<file path="src/rtl/lsu_pipe_if.sv">
// Bundles the pipeline request/response channels and the memory command/read channels of lsu_pipe.
// Every valid/ready pair transfers on a rising edge where both are high; once a source raises valid it
// keeps valid and its payload stable until that edge (i_mem_rvalid has no ready and is a one-cycle pulse).
interface lsu_pipe_if #(
  parameter int DATA_WIDTH = 32,
  parameter int ADDR_WIDTH = 32
);
  logic                    i_req_valid;
  logic                    o_req_ready;
  logic                    i_req_we;
  logic [1:0]              i_req_size;
  logic                    i_req_unsigned;
  logic [ADDR_WIDTH-1:0]   i_req_addr;
  logic [DATA_WIDTH-1:0]   i_req_wdata;
  logic                    o_rsp_valid;
  logic                    i_rsp_ready;
  logic [DATA_WIDTH-1:0]   o_rsp_data;
  logic [1:0]              o_rsp_err;
  logic                    o_mem_valid;
  logic                    i_mem_ready;
  logic                    o_mem_we;
  logic [ADDR_WIDTH-1:0]   o_mem_addr;
  logic [DATA_WIDTH/8-1:0] o_mem_be;
  logic [DATA_WIDTH-1:0]   o_mem_wdata;
  logic                    i_mem_rvalid;
  logic [DATA_WIDTH-1:0]   i_mem_rdata;

  modport slave (
    input  i_req_valid, i_req_we, i_req_size, i_req_unsigned, i_req_addr, i_req_wdata,
    input  i_rsp_ready, i_mem_ready, i_mem_rvalid, i_mem_rdata,
    output o_req_ready, o_rsp_valid, o_rsp_data, o_rsp_err,
    output o_mem_valid, o_mem_we, o_mem_addr, o_mem_be, o_mem_wdata
  );

  modport master (
    output i_req_valid, i_req_we, i_req_size, i_req_unsigned, i_req_addr, i_req_wdata,
    output i_rsp_ready, i_mem_ready, i_mem_rvalid, i_mem_rdata,
    input  o_req_ready, o_rsp_valid, o_rsp_data, o_rsp_err,
    input  o_mem_valid, o_mem_we, o_mem_addr, o_mem_be, o_mem_wdata
  );
endinterface

</file>
<file path="src/rtl/lsu_pipe.sv">
// Single-outstanding load/store unit: aligns requests onto memory byte lanes, extends load data,
// and reports misalignment or read timeout through the response error code.
module lsu_pipe #(
  parameter int DATA_WIDTH = 32,
  parameter int ADDR_WIDTH = 32,
  parameter int TIMEOUT    = 64
) (
  input  logic       i_clk,
  input  logic       i_rst,
  lsu_pipe_if.slave  bus,
  output logic [1:0] o_dbg_state
);
  localparam int LANES = DATA_WIDTH / 8;
  localparam int LB    = $clog2(LANES);
  localparam int CW    = $clog2(TIMEOUT);
  localparam int MW    = $clog2(DATA_WIDTH);

  typedef enum logic [1:0] {S_IDLE = 2'd0, S_REQ = 2'd1, S_WAIT = 2'd2, S_RESP = 2'd3} state_t;

  state_t                r_state, w_state_nxt;
  logic [CW-1:0]         r_cnt, w_cnt_nxt;
  logic                  r_we, r_unsigned;
  logic [1:0]            r_size;
  logic [LB-1:0]         r_lane;
  logic [ADDR_WIDTH-1:0] r_addr;
  logic [LANES-1:0]      r_be;
  logic [DATA_WIDTH-1:0] r_wdata;
  logic [DATA_WIDTH-1:0] r_rsp_data, w_rsp_data_nxt;
  logic [1:0]            r_rsp_err, w_rsp_err_nxt;

  logic                  w_accept, w_bad, w_in_req, w_sign;
  logic [LB-1:0]         w_lane;
  logic [LANES-1:0]      w_be_base;
  logic [MW-1:0]         w_msb;
  logic [DATA_WIDTH-1:0] w_shifted, w_load;

  assign w_accept = (r_state == S_IDLE) && bus.i_req_valid;
  assign w_lane   = bus.i_req_addr[LB-1:0];

  // A dword on a 32-bit path can never be aligned to a lane, so it is rejected like a misaligned access.
  always_comb begin
    w_bad     = 1'b0;
    w_be_base = '0;
    case (bus.i_req_size)
      2'd0: begin w_bad = 1'b0;                                       w_be_base = LANES'(1);     end
      2'd1: begin w_bad = bus.i_req_addr[0];                          w_be_base = LANES'(3);     end
      2'd2: begin w_bad = |bus.i_req_addr[1:0];                       w_be_base = LANES'(15);    end
      default: begin w_bad = (|bus.i_req_addr[2:0]) || (DATA_WIDTH == 32); w_be_base = LANES'(255); end
    endcase
  end

  assign w_shifted = bus.i_mem_rdata >> {r_lane, 3'b000};

  always_comb begin
    w_msb = MW'(DATA_WIDTH - 1);
    case (r_size)
      2'd0:    w_msb = MW'(7);
      2'd1:    w_msb = MW'(15);
      2'd2:    w_msb = MW'(31);
      default: w_msb = MW'(DATA_WIDTH - 1);
    endcase
  end

  assign w_sign = ~r_unsigned & w_shifted[w_msb];

  always_comb begin
    w_load = '0;
    for (int i = 0; i < DATA_WIDTH; i++) begin
      w_load[i] = (i <= int'(w_msb)) ? w_shifted[i] : w_sign;
    end
  end

  always_comb begin
    w_state_nxt    = r_state;
    w_cnt_nxt      = r_cnt;
    w_rsp_data_nxt = r_rsp_data;
    w_rsp_err_nxt  = r_rsp_err;
    case (r_state)
      S_IDLE: begin
        if (bus.i_req_valid) begin
          if (w_bad) begin
            w_state_nxt    = S_RESP;
            w_rsp_data_nxt = '0;
            w_rsp_err_nxt  = 2'd1;
          end else begin
            w_state_nxt    = S_REQ;
          end
        end
      end
      S_REQ: begin
        // Read data arriving alongside the command handshake is not ours yet; WAIT starts next cycle.
        if (bus.i_mem_ready) begin
          if (r_we) begin
            w_state_nxt    = S_RESP;
            w_rsp_data_nxt = '0;
            w_rsp_err_nxt  = 2'd0;
          end else begin
            w_state_nxt    = S_WAIT;
            w_cnt_nxt      = '0;
          end
        end
      end
      S_WAIT: begin
        if (bus.i_mem_rvalid) begin
          w_state_nxt    = S_RESP;
          w_rsp_data_nxt = w_load;
          w_rsp_err_nxt  = 2'd0;
        end else if (r_cnt == CW'(TIMEOUT - 1)) begin
          w_state_nxt    = S_RESP;
          w_rsp_data_nxt = '0;
          w_rsp_err_nxt  = 2'd2;
        end else begin
          w_cnt_nxt      = r_cnt + CW'(1);
        end
      end
      default: begin
        if (bus.i_rsp_ready) begin
          w_state_nxt    = S_IDLE;
          w_rsp_data_nxt = '0;
          w_rsp_err_nxt  = 2'd0;
        end
      end
    endcase
  end

  always_ff @(posedge i_clk) begin
    if (i_rst) begin
      r_state    <= S_IDLE;
      r_cnt      <= '0;
      r_rsp_data <= '0;
      r_rsp_err  <= 2'd0;
      r_we       <= 1'b0;
      r_unsigned <= 1'b0;
      r_size     <= 2'd0;
      r_lane     <= '0;
      r_addr     <= '0;
      r_be       <= '0;
      r_wdata    <= '0;
    end else begin
      r_state    <= w_state_nxt;
      r_cnt      <= w_cnt_nxt;
      r_rsp_data <= w_rsp_data_nxt;
      r_rsp_err  <= w_rsp_err_nxt;
      if (w_accept) begin
        r_we       <= bus.i_req_we;
        r_unsigned <= bus.i_req_unsigned;
        r_size     <= bus.i_req_size;
        r_lane     <= w_lane;
        r_addr     <= {bus.i_req_addr[ADDR_WIDTH-1:LB], LB'(0)};
        r_be       <= w_be_base << w_lane;
        r_wdata    <= bus.i_req_wdata << {w_lane, 3'b000};
      end
    end
  end

  assign w_in_req        = (r_state == S_REQ);
  assign bus.o_req_ready = (r_state == S_IDLE);
  assign bus.o_rsp_valid = (r_state == S_RESP);
  assign bus.o_rsp_data  = r_rsp_data;
  assign bus.o_rsp_err   = r_rsp_err;
  assign bus.o_mem_valid = w_in_req;
  assign bus.o_mem_we    = w_in_req & r_we;
  assign bus.o_mem_addr  = w_in_req ? r_addr  : '0;
  assign bus.o_mem_be    = w_in_req ? r_be    : '0;
  assign bus.o_mem_wdata = w_in_req ? r_wdata : '0;
  assign o_dbg_state     = r_state;
endmodule

</file>
<file path="src/flat_wrapper.sv">
// flat-port wrapper written by rule: the top's interface ports become plain ports
module lsu_pipe_flat 
#(
  parameter int DATA_WIDTH = 32,
  parameter int ADDR_WIDTH = 32,
  parameter int TIMEOUT    = 64
)
  (i_clk, i_rst, o_dbg_state, bus_i_req_valid, bus_i_req_we, bus_i_req_size, bus_i_req_unsigned, bus_i_req_addr, bus_i_req_wdata, bus_i_rsp_ready, bus_i_mem_ready, bus_i_mem_rvalid, bus_i_mem_rdata, bus_o_req_ready, bus_o_rsp_valid, bus_o_rsp_data, bus_o_rsp_err, bus_o_mem_valid, bus_o_mem_we, bus_o_mem_addr, bus_o_mem_be, bus_o_mem_wdata);
  lsu_pipe_if #(.DATA_WIDTH(DATA_WIDTH), .ADDR_WIDTH(ADDR_WIDTH)) bus_i ();
  input  logic i_clk;
  input  logic i_rst;
  output logic [1:0] o_dbg_state;
  input wire logic [$bits(bus_i.i_req_valid)-1:0] bus_i_req_valid;
  input wire logic [$bits(bus_i.i_req_we)-1:0] bus_i_req_we;
  input wire logic [$bits(bus_i.i_req_size)-1:0] bus_i_req_size;
  input wire logic [$bits(bus_i.i_req_unsigned)-1:0] bus_i_req_unsigned;
  input wire logic [$bits(bus_i.i_req_addr)-1:0] bus_i_req_addr;
  input wire logic [$bits(bus_i.i_req_wdata)-1:0] bus_i_req_wdata;
  input wire logic [$bits(bus_i.i_rsp_ready)-1:0] bus_i_rsp_ready;
  input wire logic [$bits(bus_i.i_mem_ready)-1:0] bus_i_mem_ready;
  input wire logic [$bits(bus_i.i_mem_rvalid)-1:0] bus_i_mem_rvalid;
  input wire logic [$bits(bus_i.i_mem_rdata)-1:0] bus_i_mem_rdata;
  output wire logic [$bits(bus_i.o_req_ready)-1:0] bus_o_req_ready;
  output wire logic [$bits(bus_i.o_rsp_valid)-1:0] bus_o_rsp_valid;
  output wire logic [$bits(bus_i.o_rsp_data)-1:0] bus_o_rsp_data;
  output wire logic [$bits(bus_i.o_rsp_err)-1:0] bus_o_rsp_err;
  output wire logic [$bits(bus_i.o_mem_valid)-1:0] bus_o_mem_valid;
  output wire logic [$bits(bus_i.o_mem_we)-1:0] bus_o_mem_we;
  output wire logic [$bits(bus_i.o_mem_addr)-1:0] bus_o_mem_addr;
  output wire logic [$bits(bus_i.o_mem_be)-1:0] bus_o_mem_be;
  output wire logic [$bits(bus_i.o_mem_wdata)-1:0] bus_o_mem_wdata;
  assign bus_i.i_req_valid = bus_i_req_valid;
  assign bus_i.i_req_we = bus_i_req_we;
  assign bus_i.i_req_size = bus_i_req_size;
  assign bus_i.i_req_unsigned = bus_i_req_unsigned;
  assign bus_i.i_req_addr = bus_i_req_addr;
  assign bus_i.i_req_wdata = bus_i_req_wdata;
  assign bus_i.i_rsp_ready = bus_i_rsp_ready;
  assign bus_i.i_mem_ready = bus_i_mem_ready;
  assign bus_i.i_mem_rvalid = bus_i_mem_rvalid;
  assign bus_i.i_mem_rdata = bus_i_mem_rdata;
  assign bus_o_req_ready = bus_i.o_req_ready;
  assign bus_o_rsp_valid = bus_i.o_rsp_valid;
  assign bus_o_rsp_data = bus_i.o_rsp_data;
  assign bus_o_rsp_err = bus_i.o_rsp_err;
  assign bus_o_mem_valid = bus_i.o_mem_valid;
  assign bus_o_mem_we = bus_i.o_mem_we;
  assign bus_o_mem_addr = bus_i.o_mem_addr;
  assign bus_o_mem_be = bus_i.o_mem_be;
  assign bus_o_mem_wdata = bus_i.o_mem_wdata;
  lsu_pipe #(.DATA_WIDTH(DATA_WIDTH), .ADDR_WIDTH(ADDR_WIDTH), .TIMEOUT(TIMEOUT)) u_core (.i_clk(i_clk), .i_rst(i_rst), .bus(bus_i), .o_dbg_state(o_dbg_state));
endmodule
</file>
<file path="config.mk">
export PLATFORM = sky130hd
export DESIGN_NAME = lsu_pipe_flat
export DESIGN_NICKNAME = d
export VERILOG_FILES = /design/src/rtl/lsu_pipe_if.sv /design/src/rtl/lsu_pipe.sv /design/src/flat_wrapper.sv
export SDC_FILE = /design/constraint.sdc
export NUM_CORES = 1
export LEC_CHECK = 0
export CORE_ASPECT_RATIO = 1.1
export CORE_MARGIN = 3
export CORE_UTILIZATION = 45
export DETAILED_ROUTE_END_ITERATION = 10
export PLACE_DENSITY_LB_ADDON = 0.12
export SETUP_SLACK_MARGIN = 0.15
export SYNTH_ARGS = -nofsm -noshare
export SYNTH_HDL_FRONTEND = slang
export SYNTH_SLANG_ARGS = --single-unit
</file>
<file path="constraint.sdc">
create_clock -name i_clk -period 3.8 [get_ports i_clk]
set_input_delay 1.14 -clock i_clk [delete_from_list [all_inputs] [get_ports i_clk]]
set_output_delay 1.14 -clock i_clk [all_outputs]
set_load 0.05 [all_outputs]
</file>
# After elaboration in Yosys (flattened, before gate mapping)

Index checks and enable logic that the tools add are counted.
Widths: inputs -> output; s select.

$add $sub $neg: 1
$lt $le $gt $ge: 32
Equality and inequality tests: 15
Shift operators: 3
Mux-type cells: 67
Bitwise operators: 3
Reduce and logical (&&, ||, !) cells: 10

Operators with widths:

| operator            | count |
|---|---|
| $mux 32             | 9 |
| $pmux 32 s3         | 1 |
| $le 5x5->1 const A  | 16 |
| $le 4x5->1 const A  | 8 |
| $mux 1              | 33 |
| $shl 32x5->32       | 1 |
| $shr 32x5->32       | 1 |
| $mux 2              | 12 |
| $mux 6              | 4 |
| $le 3x5->1 const A  | 4 |
| $pmux 2 s3          | 2 |
| $pmux 6 s2          | 1 |
| $le 2x5->1 const A  | 2 |
| $ne 2x2->1 const B  | 5 |
| $pmux 5 s2          | 1 |
| $pmux 4 s2          | 1 |
| $add 6x1->6 const B | 1 |
| $eq 2x1->1 const B  | 3 |
| $eq 2x2->1 const B  | 3 |
| $eq 6x6->1 const B  | 1 |
| $logic_not 2->1     | 3 |
| $lt 5x6->1 const B  | 1 |
| $reduce_and 6->1    | 1 |
| $bmux 1 s5          | 1 |
| other kinds (14)    | 16 |

Flip-flop bits (word level): 114
Logic and storage cells: 142

# Logic depth before layout (Yosys ltp)

Gate-level depths: netlist of the first run.

Depth in word-level cells: 8
Mapped depth: 9
Gate-level depth less buffers: 7

# Worst setup path after synthesis of the first run

OpenSTA, ideal clock, no wires.

Kind: reg2out
Start point: register u_core.r_state[0] (netlist: u_core.o_dbg_state[0])
End point: output bus_o_mem_addr[10]
Arrival: 2.403 ns
Path slack: 0.257 ns
Stages on the path, launching flop included: 6
Path buffers: 3
Cell sequence: dfxtp_1 > ha_1 > buf_2 > buf_1 > clkbuf_1 > and2_1

Word-level cells in the longest chain between the ends: 2

RTL lines:

| item                   | RTL line           | RTL |
|---|---|---|
| from (decl)            | lsu_pipe.sv:20     | `state_t r_state, w_state_nxt;` |
| from (signal assigned) | lsu_pipe.sv:140    | `r_state <= w_state_nxt;` |
| $eq 2x1->1             | lsu_pipe.sv:156    | `assign w_in_req = (r_state == S_REQ);` |
| via bus_o_mem_valid    | flat_wrapper.sv:27 | `output wire logic [$bits(bus_i.o_mem_valid)-1:0] bus_o_mem_valid;` |
| $mux 32                | lsu_pipe.sv:163    | `assign bus.o_mem_addr = w_in_req ? r_addr : '0;` |
| to (decl)              | flat_wrapper.sv:29 | `output wire logic [$bits(bus_i.o_mem_addr)-1:0] bus_o_mem_addr;` |

The timed path passes the listed nets, and every way through them passes these cells.

# Worst setup path in the final report of the first run

Start point: register u_core.r_state[0] (netlist: u_core.o_dbg_state[0])
End point: output bus_o_mem_wdata[14]

Word-level cells in the longest chain between the ends: 2

RTL lines:

| item       | RTL line           | RTL |
|---|---|---|
| $eq 2x1->1 | lsu_pipe.sv:156    |  |
| $mux 32    | lsu_pipe.sv:165    | `assign bus.o_mem_wdata = w_in_req ? r_wdata : '0;` |
| to (decl)  | flat_wrapper.sv:31 | `output wire logic [$bits(bus_i.o_mem_wdata)-1:0] bus_o_mem_wdata;` |

No other way between the ends.

==> run_results.csv, run 1 <==
group,metric,value,unit
outcome,outcome,"finished clean",
place,dpl_cell_area,7764,um^2
timing,relSlewSlack,21.15,%
place,place_congestion,0.8478,
power_and_ir_drop,power.net_switching,1.633,mW
timing,rsz0062_at_grt,"no",
worst_setup_path,startpoint_type,"flop",
worst_setup_path,cp_top_family,"buffers and inverters",
cts,cts_tree,"yes",
power_and_ir_drop,max-vdd-ir-drop,0.2949,mV
power_and_ir_drop,clkPwrFrac,35.6,%
cts,worstSkewPairLatency,400,ps
cts,clk_path_buf_depth,2,
timing,max_freq,296.3,MHz
layout,drive_above_1_share,12.34,%
worst_setup_path,endpoint_kind,"primary output",
power_and_ir_drop,pwr-share-comb,33.0,%
detailed_routing,dr.pass1.iters,5,
place,placed_cells_incl_taps,1006,
synth,ys_ff_latch,114,
floorplanning,coreArea,12140,um^2
worst_setup_path,crit_arrival,2240,ps
timing,finalSetupTns,0,ps
layout,postLayoutCellArea,8468,um^2
layout,nets,982,
timing,setup_viol,0,
timing,fin_crit,3375,ps
synth,synth.yosys.seq_area_share,40.43,%
cts,cts_resized,0,
synth,syn_area,5644,um^2
worst_setup_path,slowest_stage,"clkdlybuf4s50_1",
cts,cts.sinks,114,
worst_setup_path,path_class,"flop to primary output",
timing,worst_slack,424.8,ps
place,portBuffers,211,
cts,clk_pin_slew,50,ps
timing,holdWs,449.5,ps
cts,htree_levels,4,
power_and_ir_drop,power_density,550.8,nW/um^2
synth,synth_cells,682,
global_routing,grt-ovfl-total,0,
detailed_routing,antenna_left,0,
layout,final_core_util,69.76,%
cts,numCtsBuffers,17,
timing,hold_viol_final,0,
power_and_ir_drop,p_leak,3.836,nW
cts,cts_setup_buffers,0,
power_and_ir_drop,p_int,3.032,mW
worst_setup_path,path_cells,"ha_2, and2_1, clkdlybuf4s50_1",
global_routing,grt_max_degree,78,
layout,syn_to_final_growth,50.03,%
layout,n_antenna_cell,0,
worst_setup_path,critPathRequiredTime,2660,ps
synth,ys.flop_type,"dfxtp_1",
synth,ys_warn_count,0,
global_routing,grt_pass1_vias,5646,
place,dpl_worst_slack,388.0,ps
detailed_routing,drc,0,
global_routing,grt_first_pass_wirelength,27940,um
job,drv_cap,0,
timing,skew,11.78,ps
floorplanning,die_x,112.8,um
timing,tightestPinTransition,1179,ps
global_routing,grt.total_usage,24.79,%
layout,fillers,1019,
worst_setup_path,critical_path_buf_inv_count,1,
floorplanning,die_area,13920,um^2
place,dp_hpwl,12850,um
timing,drv_slew,0,
timing,post-route-period-util,88.82,%
synth,synth_area_per_cell,8.276,um^2
floorplanning,start_util,46.50,%
synth,synth_edf_count,0,
worst_setup_path,critical_path.max_fanout,16,
power_and_ir_drop,seq_power_share,31.4,%
detailed_routing,routed_wl,17930,um
detailed_routing,vias_per_cell,5.454,
cts,clockRootBuffer,"clkbuf_16",
layout,fin_cells,1037,
floorplanning,ios,214,
detailed_routing,vias,5656,
global_routing,antenna_found_initial,0,
detailed_routing,wl_per_cell,17.29,um
floorplanning,rows,42,
floorplanning,die_y,123.5,um
cts,hold_buffers,0,
synth,synth_async_sr_flop_share,0,%
detailed_routing,detail_route.iter0.violations,382,
synth,synth_cell_types,51,
power_and_ir_drop,p_total,4.665,mW
worst_hold_path,hold_path_class,"flop to flop",
worst_setup_path,slowest_delay,810,ps
power_and_ir_drop,swShare,35.00,%
registers in the layout, summed over array words and instances (netlist names):
signal                 cells
u_core.bus.o_rsp_data     32
u_core.r_wdata            32
u_core.r_addr             30
u_core.r_cnt               6
u_core.r_be                4
u_core.bus.o_rsp_err       2
u_core.o_dbg_state         2
u_core.r_lane              2
u_core.r_size              2
u_core.r_unsigned          1
u_core.r_we                1
cells by family after synthesis:
family / Yosys count / share of synthesized area, %
adders and majority gates: 5 / 1.108
other: 1 / 0.06644
and+or+nand+nor: 274 / 23.59
AOI/OAI and AO/OA: 172 / 20.28
xor gates and xnor gates: 3 / 0.4656
muxes: 50 / 9.421
DFF: 114 / 40.43
buffers and inverters: 63 / 4.633
layout by cell type (no fill, tap or decap), drive strengths merged, types with 6 or more instances in the layout:
| master | count |
|---|---|
| inv | 8 |
| o211ai | 15 |
| nor2 | 43 |
| clkdlybuf4s50 | 149 |
| clkinv | 6 |
| nand3b | 11 |
| a22o | 22 |
| a21oi | 61 |
| mux2i | 25 |
| nand2 | 119 |
| a22oi | 16 |
| a221oi | 9 |
| nor3 | 13 |
| mux2 | 25 |
| o21ai | 28 |
| dfxtp | 114 |
| clkbuf | 20 |
| dlymetal6s2s | 35 |
| and2 | 68 |
| buf | 39 |
worst paths after layout:
| check | slack [ps] | start | end | cells after the start |
|---|---|---|---|---|
| worst max-delay path | 420 | u_core.o_dbg_state[0] | bus_o_mem_wdata[14] | 3 |
| worst min-delay path | 450 | u_core.r_addr[10] | u_core.r_addr[10] | 2 |
| worst max register to register | 1020 | u_core.o_dbg_state[1] | u_core.bus.o_rsp_data[21] | 7 |
| worst min register to register | 450 | u_core.r_addr[10] | u_core.r_addr[10] | 2 |
routing by layer:
metal  global-route usage, %  vias to the layer above  share of wire (%)
li1                        -                     2745                  -
met1                   28.07                     2693                 40
met2                   44.59                      197                 52
met3                   7.783                       21                7.4
met4                   7.663                        0                1.3
met5                       0                        -                  0
layout make-up:
cell class / instances / area, um^2 / area share (%)
inverters: 9 / 33.78 / 0.3989
well taps: 154 / 192.7 / 2.275
multi-input cells: 506 / 3110 / 36.73
clock inverters: 11 / 160.2 / 1.891
flip-flops and latches: 114 / 2282 / 26.95
repair buffers: 223 / 2232 / 26.36
clock buffers: 20 / 456.7 / 5.393
tightest hold or removal path, cell delays in order (launching register included):
cell and delay [ps]:
dfxtp_1 300, nand2_1 50, a21oi_1 50
power groups by stage:
| stage | registers [mW] | logic, mW | clock network [mW] |
|---|---|---|---|
| 2_1_floorplan | 1.55 | 0.971 | 0 |
| 3_3_place_gp | 1.48 | 1.51 | 0 |
| 3_5_place_dp | 1.49 | 1.54 | 0 |
| 4_1_cts | 1.46 | 1.55 | 1.68 |
| 5_1_grt | 1.48 | 1.67 | 1.74 |
| 6_report | 1.46 | 1.54 | 1.66 |
synthesized netlist by cell type (9+ instances only):
cell      number  area (um^2)
nand2_1      119        446.7
dfxtp_1      114         2282
and2_1        68        425.4
a21oi_1       60        300.3
nor2_1        42        157.7
clkbuf_1      38        142.6
mux2_2        25        281.5
mux2i_1       25        250.2
a22o_1        22        192.7
o21ai_0       19        95.09
a22oi_1       16        120.1
o211ai_1      15        112.6
nor3_1        12        60.06
nand3b_1      11        82.58
o21ai_1        9        45.04
(Power assumes the default switching activity.)
==> run 2: changes to the inputs <==
--- a/config.mk
+++ b/config.mk
@@ -5,7 +5,6 @@
 export SDC_FILE = /design/constraint.sdc
 export NUM_CORES = 1
 export LEC_CHECK = 0
-export CORE_ASPECT_RATIO = 1.1
 export CORE_MARGIN = 3
 export CORE_UTILIZATION = 45
 export DETAILED_ROUTE_END_ITERATION = 10
==> run_results.csv, run 2 (synthesis gave the netlist of run 1 again) <==
group,metric,value,unit
power_and_ir_drop,pwr-share-comb,33.0,%
timing,finalSetupTns,0,ps
power_and_ir_drop,clkPwrFrac,36.4,%
timing,holdWs,451.9,ps
cts,htree_levels,4,
floorplanning,ios,214,
detailed_routing,wl_per_cell,17.32,um
timing,tightestPinTransition,791.4,ps
place,portBuffers,211,
global_routing,antenna_found_initial,1,
timing,worst_slack,243.4,ps
cts,cts_tree,"yes",
detailed_routing,vias,5727,
floorplanning,start_util,46.60,%
timing,drv_slew,0,
global_routing,grt_max_degree,73,
power_and_ir_drop,max-vdd-ir-drop,0.2716,mV
detailed_routing,detail_route.iter0.violations,390,
worst_setup_path,endpoint_kind,"primary output",
detailed_routing,dr.pass1.iters,5,
place,dp_hpwl,12990,um
place,placed_cells_incl_taps,1022,
layout,drive_above_1_share,10.95,%
power_and_ir_drop,power.net_switching,1.657,mW
worst_setup_path,critical_path.max_fanout,29,
cts,clk_path_buf_depth,2,
outcome,outcome,"finished clean",
cts,clockRootBuffer,"clkbuf_16",
worst_hold_path,hold_path_class,"flop to flop",
cts,hold_buffers,0,
worst_setup_path,slowest_stage,"clkdlybuf4s50_1",
floorplanning,coreArea,12110,um^2
timing,relSlewSlack,47.05,%
power_and_ir_drop,seq_power_share,30.6,%
power_and_ir_drop,power_density,556.8,nW/um^2
detailed_routing,antenna_left,0,
detailed_routing,drc,0,
cts,worstSkewPairLatency,410,ps
place,place_congestion,0.9267,
layout,fin_cells,1055,
timing,setup_viol,0,
worst_setup_path,path_cells,"inv_1, ha_2, buf_12, and2_1, clkdlybuf4s50_1",
timing,post-route-period-util,93.60,%
global_routing,grt_first_pass_wirelength,29040,um
layout,syn_to_final_growth,52.16,%
power_and_ir_drop,p_leak,3.925,nW
layout,nets,984,
global_routing,grt_pass1_vias,5849,
global_routing,grt-ovfl-total,0,
layout,fillers,986,
worst_setup_path,path_class,"flop to primary output",
floorplanning,die_y,118.0,um
cts,numCtsBuffers,17,
detailed_routing,vias_per_cell,5.428,
timing,skew,7.073,ps
power_and_ir_drop,swShare,34.65,%
layout,final_common_cell,"clkdlybuf4s50_1",
floorplanning,die_x,118.0,um
job,drv_cap,0,
place,dpl_worst_slack,461.8,ps
power_and_ir_drop,p_total,4.782,mW
timing,hold_viol_final,0,
timing,rsz0062_at_grt,"no",
worst_setup_path,slowest_delay,800,ps
worst_setup_path,critPathRequiredTime,2660,ps
global_routing,grt.total_usage,25.43,%
worst_setup_path,crit_arrival,2420,ps
worst_setup_path,cp_top_family,"buffers and inverters",
cts,clk_pin_slew,50,ps
worst_setup_path,critical_path_buf_inv_count,3,
detailed_routing,routed_wl,18280,um
floorplanning,rows,40,
floorplanning,die_area,13920,um^2
cts,cts.sinks,114,
timing,fin_crit,3557,ps
layout,final_cell_mix,"clkdlybuf4s50_1, nand2_1, dfxtp_1",
worst_setup_path,startpoint_type,"flop",
power_and_ir_drop,p_int,3.125,mW
timing,max_freq,281.2,MHz
## run 2: cell count changes in the layout (fill, tap and decap cells not counted), moves of 2 or more
cell / before / now
clkinv_2: 5 / 3
clkbuf_1: 1 / 3
clkdlybuf4s50_1: 149 / 157
dlymetal6s2s_1: 35 / 40
buf_4: 37 / 25
## run 2: worst register-to-register path: cells and delay by family (launching register included)
kind	cells	cell delay [ps]
buffers and inverters	2	400
AOI/OAI and AO/OA	3	870
adders and majority gates	1	350
DFF	1	420
and+or+nand+nor	2	480
## run 2: power groups by stage
stage / sequential [mW] / combinational, mW / clock [mW]
finish: 1.46 / 1.58 / 1.74
global route: 1.48 / 1.70 / 1.82
global placement: 1.47 / 1.55 / 0
floorplan: 1.55 / 0.971 / 0
detailed placement: 1.48 / 1.57 / 0
CTS: 1.46 / 1.58 / 1.75
## run 2: area by class of cell
| class | count | area, um^2 | area share (%) |
|---|---|---|---|
| Antenna cell | 1 | 2.502 | 0.02914 |
| Clock buffer | 22 | 464.2 | 5.405 |
| Clock inverter | 10 | 180.2 | 2.098 |
| Inverter | 9 | 33.78 | 0.3934 |
| Multi-Input combinational cell | 506 | 3110 | 36.22 |
| Sequential cell | 114 | 2282 | 26.57 |
| Tap cell | 168 | 210.2 | 2.448 |
| Timing Repair Buffer | 225 | 2305 | 26.84 |
## run 2: timing repair
action	in CTS	in global routing
endpoints found under the setup margin	0	40
resized for setup	0	40
setup buffers	0	0
## run 2: routing by layer
layer  track usage, %  part of all wire (%)
met1            29.26                    40
met2            45.24                    51
met3            7.256                   7.0
met4            8.498                   1.4
met5                0                     0
## run 2: worst paths after layout
path | from | to | slack (ps) | cells past startpoint
setup / recovery | u_core.o_dbg_state[1] | bus_o_mem_addr[4] | 240 | 5
hold / removal | u_core.r_addr[12] | u_core.r_addr[12] | 450 | 2
setup reg to reg | u_core.o_dbg_state[0] | u_core.bus.o_rsp_data[15] | 1200 | 8
hold reg to reg | u_core.r_addr[12] | u_core.r_addr[12] | 450 | 2
## run 2: per-stage QoR
step	area [um^2]	util, %
detailed placement	7841	64.74
finish	8588	70.91
CTS	8486	70.06
global placement	7841	64.74
global route	8588	70.91
floorplan	5648	-
